$ cat config.mk
export PLATFORM = sky130hd
export DESIGN_NAME = id_stage
export DESIGN_NICKNAME = d
export VERILOG_FILES = /design/src/rtl/struct.sv /design/src/rtl/regfile.sv /design/src/rtl/id_stage.sv
export SDC_FILE = /design/constraint.sdc
export NUM_CORES = 2
export LEC_CHECK = 0
export CORE_MARGIN = 4
export CORE_UTILIZATION = 63
export CTS_BUF_LIST = sky130_fd_sc_hd__clkbuf_4 sky130_fd_sc_hd__clkbuf_8
export CTS_CLUSTER_DIAMETER = 40
export DETAILED_ROUTE_END_ITERATION = 10
export PLACE_DENSITY = 0.82
export SYNTH_ARGS = -nofsm -noshare
export SYNTH_HDL_FRONTEND = slang
export SYNTH_SLANG_ARGS = --single-unit
$ cat constraint.sdc
create_clock -name clk -period 47.4 [get_ports clk]
set_input_delay 9.48 -clock clk [delete_from_list [all_inputs] [get_ports clk]]
set_output_delay 9.48 -clock clk [all_outputs]
set_load 0.1 [all_outputs]
$ cat src/rtl/struct.sv
// rtl/struct.sv - shared decode package: opcodes, instruction fields, ID/EX control struct
package id_stage_pkg;

    typedef enum logic [5:0] {
        OP_ADD  = 6'b000000,
        OP_ADDI = 6'b000001,
        OP_SUB  = 6'b000010,
        OP_SUBI = 6'b000011,
        OP_MUL  = 6'b000100,
        OP_MULI = 6'b000101,
        OP_OR   = 6'b000110,
        OP_ORI  = 6'b000111,
        OP_AND  = 6'b001000,
        OP_ANDI = 6'b001001,
        OP_XOR  = 6'b001010,
        OP_XORI = 6'b001011,
        OP_LDW  = 6'b001100,
        OP_STW  = 6'b001101,
        OP_BZ   = 6'b001110,
        OP_BEQ  = 6'b001111,
        OP_JR   = 6'b010000,
        OP_HALT = 6'b010001
    } opcode_e;

    typedef enum logic {
        ST_RUN,
        ST_HALTED
    } state_e;

    localparam int OP_MSB  = 31;
    localparam int OP_LSB  = 26;
    localparam int RS_MSB  = 25;
    localparam int RS_LSB  = 21;
    localparam int RT_MSB  = 20;
    localparam int RT_LSB  = 16;
    localparam int RD_MSB  = 15;
    localparam int RD_LSB  = 11;
    localparam int IMM_MSB = 15;
    localparam int IMM_LSB = 0;

    typedef struct packed {
        logic       valid;
        logic       halt;
        logic       mem_read;
        logic       mem_to_reg;
        logic       mem_write;
        logic       reg_write;
        logic [4:0] rd;
    } idex_ctrl_t;

    typedef struct packed {
        logic       defined;
        logic       uses_rs;
        logic       uses_rt;
        idex_ctrl_t ctrl;
    } decode_t;

    // Undefined opcodes come back all-zero, which is exactly a bubble.
    function automatic decode_t decode(input logic [5:0] op,
                                       input logic [4:0] rt_idx,
                                       input logic [4:0] rd_idx);
        decode_t d;
        d              = '0;
        d.defined      = 1'b1;
        d.uses_rs      = 1'b1;
        d.ctrl.valid   = 1'b1;
        case (opcode_e'(op))
            OP_ADD, OP_SUB, OP_MUL, OP_OR, OP_AND, OP_XOR: begin
                d.uses_rt        = 1'b1;
                d.ctrl.reg_write = 1'b1;
                d.ctrl.rd        = rd_idx;
            end
            OP_ADDI, OP_SUBI, OP_MULI, OP_ORI, OP_ANDI, OP_XORI: begin
                d.ctrl.reg_write = 1'b1;
                d.ctrl.rd        = rt_idx;
            end
            OP_LDW: begin
                d.ctrl.reg_write  = 1'b1;
                d.ctrl.mem_read   = 1'b1;
                d.ctrl.mem_to_reg = 1'b1;
                d.ctrl.rd         = rt_idx;
            end
            OP_STW: begin
                d.uses_rt        = 1'b1;
                d.ctrl.mem_write = 1'b1;
            end
            OP_BEQ:       d.uses_rt = 1'b1;
            OP_BZ, OP_JR: d.uses_rt = 1'b0;
            OP_HALT: begin
                d.uses_rs   = 1'b0;
                d.ctrl.halt = 1'b1;
            end
            default: d = '0;
        endcase
        return d;
    endfunction

endpackage

$ cat src/rtl/regfile.sv
// rtl/regfile.sv - 2-read/1-write register file with same-cycle write bypass, R0 reads zero
module regfile #(
    parameter int NREGS = 32
) (
    input  logic        clk,
    input  logic        rst,
    input  logic [4:0]  ra0,
    input  logic [4:0]  ra1,
    output logic [31:0] rd0,
    output logic [31:0] rd1,
    input  logic        we,
    input  logic [4:0]  wa,
    input  logic [31:0] wd
);

    logic [31:0] mem [NREGS];

    always_ff @(posedge clk or posedge rst) begin
        if (rst) begin
            for (int i = 0; i < NREGS; i++) begin
                mem[i] <= '0;
            end
        end else if (we && wa != 5'd0 && int'(wa) < NREGS) begin
            mem[wa] <= wd;
        end
    end

    always_comb begin
        rd0 = '0;
        if (ra0 != 5'd0) begin
            if (we && wa == ra0) begin
                rd0 = wd;
            end else if (int'(ra0) < NREGS) begin
                rd0 = mem[ra0];
            end
        end
    end

    always_comb begin
        rd1 = '0;
        if (ra1 != 5'd0) begin
            if (we && wa == ra1) begin
                rd1 = wd;
            end else if (int'(ra1) < NREGS) begin
                rd1 = mem[ra1];
            end
        end
    end

endmodule

$ cat src/rtl/id_stage.sv
// rtl/id_stage.sv - instruction decode stage with load-use interlock, flush, halt and ID/EX register
module id_stage
    import id_stage_pkg::*;
#(
    parameter int          NREGS  = 32,
    parameter logic [31:0] RST_PC = 32'h0000_0000
) (
    input  logic        clk,
    input  logic        rst,
    input  logic        if_valid,
    input  logic [31:0] if_instr,
    input  logic [31:0] if_pc4,
    input  logic        flush,
    input  logic        wb_en,
    input  logic [4:0]  wb_addr,
    input  logic [31:0] wb_data,
    output logic        if_stall,
    output logic [5:0]  op,
    output logic [31:0] rs,
    output logic [31:0] rt,
    output logic [31:0] i_data_2_ex,
    output logic [31:0] pc4_out_2_ex,
    output logic        mem_read_2_ex,
    output logic        mem_to_reg_2_ex,
    output logic        mem_write_2_ex,
    output logic        reg_write_2_ex,
    output logic [4:0]  rd_add_value_2_ex,
    output logic        valid_2_ex,
    output logic        halt_2_ex
);

    logic [5:0]  op_f;
    logic [4:0]  rs_idx;
    logic [4:0]  rt_idx;
    logic [4:0]  rd_idx;
    logic [15:0] imm_f;
    logic [31:0] rs_val;
    logic [31:0] rt_val;
    decode_t     dec;
    logic        hazard;
    logic        load_instr;
    state_e      state_q;
    state_e      state_d;

    idex_ctrl_t  ctrl_q;
    logic [5:0]  op_q;
    logic [31:0] rs_q;
    logic [31:0] rt_q;
    logic [31:0] imm_q;
    logic [31:0] pc4_q;

    assign op_f   = if_instr[OP_MSB:OP_LSB];
    assign rs_idx = if_instr[RS_MSB:RS_LSB];
    assign rt_idx = if_instr[RT_MSB:RT_LSB];
    assign rd_idx = if_instr[RD_MSB:RD_LSB];
    assign imm_f  = if_instr[IMM_MSB:IMM_LSB];
    assign dec    = decode(op_f, rt_idx, rd_idx);

    regfile #(
        .NREGS (NREGS)
    ) u_regfile (
        .clk (clk),
        .rst (rst),
        .ra0 (rs_idx),
        .ra1 (rt_idx),
        .rd0 (rs_val),
        .rd1 (rt_val),
        .we  (wb_en),
        .wa  (wb_addr),
        .wd  (wb_data)
    );

    // Only registers the decoding instruction really reads can create a load-use hazard.
    assign hazard = if_valid && dec.defined && ctrl_q.valid && ctrl_q.mem_read &&
                    (ctrl_q.rd != 5'd0) &&
                    ((dec.uses_rs && rs_idx == ctrl_q.rd) ||
                     (dec.uses_rt && rt_idx == ctrl_q.rd));

    always_ff @(posedge clk or posedge rst) begin
        if (rst) begin
            state_q <= ST_RUN;
        end else begin
            state_q <= state_d;
        end
    end

    always_comb begin
        state_d    = state_q;
        if_stall   = 1'b0;
        load_instr = 1'b0;
        case (state_q)
            ST_RUN: begin
                if (flush) begin
                    load_instr = 1'b0;
                end else if (hazard) begin
                    if_stall = 1'b1;
                end else if (if_valid && dec.defined) begin
                    load_instr = 1'b1;
                    if (dec.ctrl.halt) begin
                        state_d = ST_HALTED;
                    end
                end
            end
            ST_HALTED: if_stall = 1'b1;
            default:   state_d  = ST_RUN;
        endcase
    end

    // Bubbles zero everything except pc4, which simply holds.
    always_ff @(posedge clk or posedge rst) begin
        if (rst) begin
            ctrl_q <= '0;
            op_q   <= '0;
            rs_q   <= '0;
            rt_q   <= '0;
            imm_q  <= '0;
            pc4_q  <= RST_PC;
        end else if (load_instr) begin
            ctrl_q <= dec.ctrl;
            op_q   <= op_f;
            rs_q   <= rs_val;
            rt_q   <= rt_val;
            imm_q  <= {{16{imm_f[15]}}, imm_f};
            pc4_q  <= if_pc4;
        end else begin
            ctrl_q <= '0;
            op_q   <= '0;
            rs_q   <= '0;
            rt_q   <= '0;
            imm_q  <= '0;
        end
    end

    assign op                = op_q;
    assign rs                = rs_q;
    assign rt                = rt_q;
    assign i_data_2_ex       = imm_q;
    assign pc4_out_2_ex      = pc4_q;
    assign mem_read_2_ex     = ctrl_q.mem_read;
    assign mem_to_reg_2_ex   = ctrl_q.mem_to_reg;
    assign mem_write_2_ex    = ctrl_q.mem_write;
    assign reg_write_2_ex    = ctrl_q.reg_write;
    assign rd_add_value_2_ex = ctrl_q.rd;
    assign valid_2_ex        = ctrl_q.valid;
    assign halt_2_ex         = ctrl_q.halt;

endmodule

==> flow_metrics.py <==
metrics = {
    "outcome": {
        "status": "complete, no violations",
    },
    "synth": {
        "syn_inst": 4906,
        "synth_fa_ha_area_share_pct": 0,
        "synth.distinct_cells": 66,
        "synth.most_common_cell": "dfrtp_1",
        "ys_seq_area_share_pct": 48.9,
        "synthesis.nets": 5012,
        "yosysWarnings": 0,
        "synth-compound-area-share_pct": 11.6,
        "postSynth.asyncResetShare_pct": 100,
        "synth_top_cell_area_share_pct": 48.9,
        "ys.flop_type": "dfrtp_1",
        "synth_common_cells": "1153 x dfrtp_1, 594 x nand2_1, 565 x o21ai_0, 533 x mux2_2, 428 x mux2i_1",
        "ys_ff_latch": 1153,
        "synth_top_family_by_area": "multiplexers",
        "synth-edff-count": 0,
        "yosys-top-cells-area": "dfrtp_1 49%, mux4_2 11%, mux2_2 10%",
        "synth_largest_area_cell": "dfrtp_1",
        "yosys.area_share.simple_pct": 5.75,
        "synth_xor_area_share_pct": 0.297,
        "synth.mux.area_fraction_pct": 29.3,
        "netlist_area_sq_um": 59000,
        "synth.avg_cell_area_sq_um": 12.0,
    },
    "critical_path": {
        "cp_max_fo": 29,
        "crit_path_end_kind": "primary output",
        "crit_slowest_cell": "clkdlybuf4s50_1",
        "r2r_slack_ns": 43.87,
        "cp.arrival_ns": 12.76,
        "cpMostUsedCell": "clkdlybuf4s50_1",
        "reg2reg_depth": 6,
        "start_kind": "input port",
        "cp.required_ns": 37.92,
        "worstSetupPathType": "in2out",
        "cpPeakStageDelay_ns": 1.15,
        "path_cells": "clkdlybuf4s50_1 > or2_4 > a2111oi_4 > o2111ai_1 > a2111o_1 > buf_4 > o21bai_1 > clkdlybuf4s50_1",
        "regToRegEndpoint": "rt[31]",
        "r2r_start": "rd_add_value_2_ex[1]",
    },
    "clock_network": {
        "clock_path_buffers": 3,
        "clkSinkCount": 1153,
        "cts_tree": "yes",
        "postCtsSetupBuffers": 0,
        "cts_root_buf": "clkbuf_8",
        "cts_resized": 0,
        "cts_inserted_buffers": 182,
        "hold_buffers": 0,
        "htreeDepth": 4,
        "clock_latency_ns": 0.85,
        "path_clk_slew_ns": 0.06,
    },
    "timing": {
        "fmax_mhz": 45.0,
        "setup_violations": 0,
        "tns_ns": 0,
        "relSlewSlack_pct": 11.8,
        "worst_slack_ns": 25.16,
        "worst_pin_slew_ns": 1.32,
        "fin_skew_ns": 0.0303,
        "grt_setup_unrepaired": "no",
        "fin_crit_sh_pct": 46.9,
        "hold_viol": 0,
        "drv_slew": 0,
        "period_needed_ns": 22.24,
    },
    "drt": {
        "drc": 0,
        "routed_wl_um": 197000,
        "ant_nets": 0,
        "drt_pre_antenna_iters": 8,
        "viasPerCell": 7.26,
        "num_vias": 46000,
        "top_layer_used": "met5",
        "wire_per_inst_um": 31.1,
        "routed-wl-met2_um": 86200,
        "drtIter0Drc": 6769,
        "wl_met1_um": 68800,
        "wl_met3_um": 27200,
    },
    "pwr": {
        "leakage_nw": 29.1,
        "internal-power_mw": 1.92,
        "peakVddDrop_mv": 0.0383,
        "seqPwrFrac_pct": 46.4,
        "combinationalPowerShare_pct": 20.8,
        "clockPowerShare_pct": 32.8,
        "p_sw_mw": 0.848,
        "p_per_area_nw_per_um2": 42.1,
        "swShare_pct": 30.6,
    },
    "placement": {
        "post-place-ws_ns": 25.19,
        "finalWeightedCongestion": 0.881,
        "hpwl_um": 109000,
        "dp_cells": 6003,
        "port_buffers": 251,
    },
    "floorplanning": {
        "core-area_sq_um": 92200,
        "die_h_um": 314,
        "die_w_um": 314,
        "ioPinCount": 252,
        "die_area_sq_um": 98600,
        "rows": 111,
        "start_util_pct": 64.0,
    },
    "final_layout": {
        "fin_nets": 5050,
        "drive_gt1_share_pct": 26.8,
        "area_growth_pct": 11.7,
        "fin_cells": 6343,
        "final_core_util_pct": 71.4,
    },
    "global_routing": {
        "grt_first_pass_wirelength_um": 293000,
        "grt_pass1_vias": 46000,
        "grt_max_degree": 182,
        "antenna_found_initial": 15,
        "overflow": 0,
        "grt_usage_pct": 39.9,
    },
    "job": {
        "drv_cap": 0,
    },
    "worst_hold_path": {
        "worstHoldStart": "u_regfile.mem[1020]",
        "min_path_cells": 0,
        "hold_class": "reg2reg",
        "whs_endpoint": "u_regfile.mem[1020]",
    },
}
## metal layers
metal  up-vias  track usage (%)
li1      18300                -
met1     23100             51.2
met2      3611             57.8
met3      1003             14.0
met4         6             26.3
met5         -                0
## worst max path at each step
| stage | startpoint | endpoint | slack (ns) | cells past startpoint |
|---|---|---|---|---|
| 3_5_place_dp | if_instr[31] | if_stall | 25.19 | 8 |
| 3_3_place_gp | if_instr[31] | if_stall | 25.19 | 8 |
| 2_1_floorplan | rst | halt_2_ex | 5.45 | 1 |
| 5_1_grt | if_instr[31] | if_stall | 25.05 | 8 |
| 4_1_cts | if_instr[31] | if_stall | 25.19 | 8 |
| 6_report | if_instr[31] | if_stall | 25.16 | 8 |
## final cells by class
cell class,count,area (sq um)
antenna,15,37.5
inverter,38,154
timing repair buffer,359,3370
fill,6286,26400
tap,1243,1560
clock buffer,284,3600
sequential,1153,28900
clock inverter,41,324
multi-input combinational,3210,28000
## logic make-up (layout without fill, tap and decap cells)
logic type,count (synthesis),count (layout)
other,1,16
buffers and inverters,543,722
DFF,1153,1153
and+or+nand+nor,807,807
muxes,1281,1281
AOI/OAI and AO/OA,1101,1101
xor gates and xnor gates,20,20
## registers in the layout, indices dropped and copies added (netlist names)
| name | count |
|---|---|
| halt_2_ex | 1 |
| i_data_2_ex | 16 |
| mem_read_2_ex | 1 |
| mem_write_2_ex | 1 |
| op | 6 |
| pc4_out_2_ex | 32 |
| rd_add_value_2_ex | 5 |
| reg_write_2_ex | 1 |
| rs | 32 |
| rt | 32 |
| state_q | 1 |
| u_regfile.mem | 1024 |
| valid_2_ex | 1 |
## through the flow
step                      hold slack [ns]  power (mW)  instance area, sq um
final                               0.399        2.77                 65900
after global routing                0.409        2.88                 65800
after CTS                           0.399        2.76                 65800
after detailed placement            0.384        1.86                 61900
after global placement              0.376        1.83                 61900
after floorplan                     0.441        1.70                 59000
## critical path, delay by kind of cell
family	cells	cell delay, ns
buffers and inverters	3	1.90
AOI/OAI and AO/OA	4	1.03
and+or+nand+nor	1	0.33
## power by group through the flow
stage	sequential (mW)	clock (mW)	combinational (mW)
CTS	1.28	0.912	0.570
detailed placement	1.29	0	0.566
floorplan	1.32	0	0.386
finish	1.29	0.910	0.577
global route	1.30	0.960	0.618
global placement	1.28	0	0.547
## layout by cell type, fill, tap and decap left out, types with 33 or more instances in the layout
cell type | synthesis | routed
dfrtp_1 | 1153 | 1153
nand2_1 | 594 | 578
o21ai_0 | 565 | 565
mux2_2 | 533 | 533
mux2i_1 | 428 | 428
mux4_2 | 291 | 291
clkdlybuf4s50_1 | 0 | 241
clkbuf_8 | 0 | 236
a221oi_1 | 145 | 145
buf_4 | 71 | 109
a21oi_1 | 90 | 90
o22ai_1 | 68 | 68
a22oi_1 | 60 | 60
clkbuf_4 | 0 | 49
nor2_1 | 63 | 44
a221o_1 | 36 | 36
inv_1 | 35 | 33
Note: power is estimated with default switching activity, not from simulation.
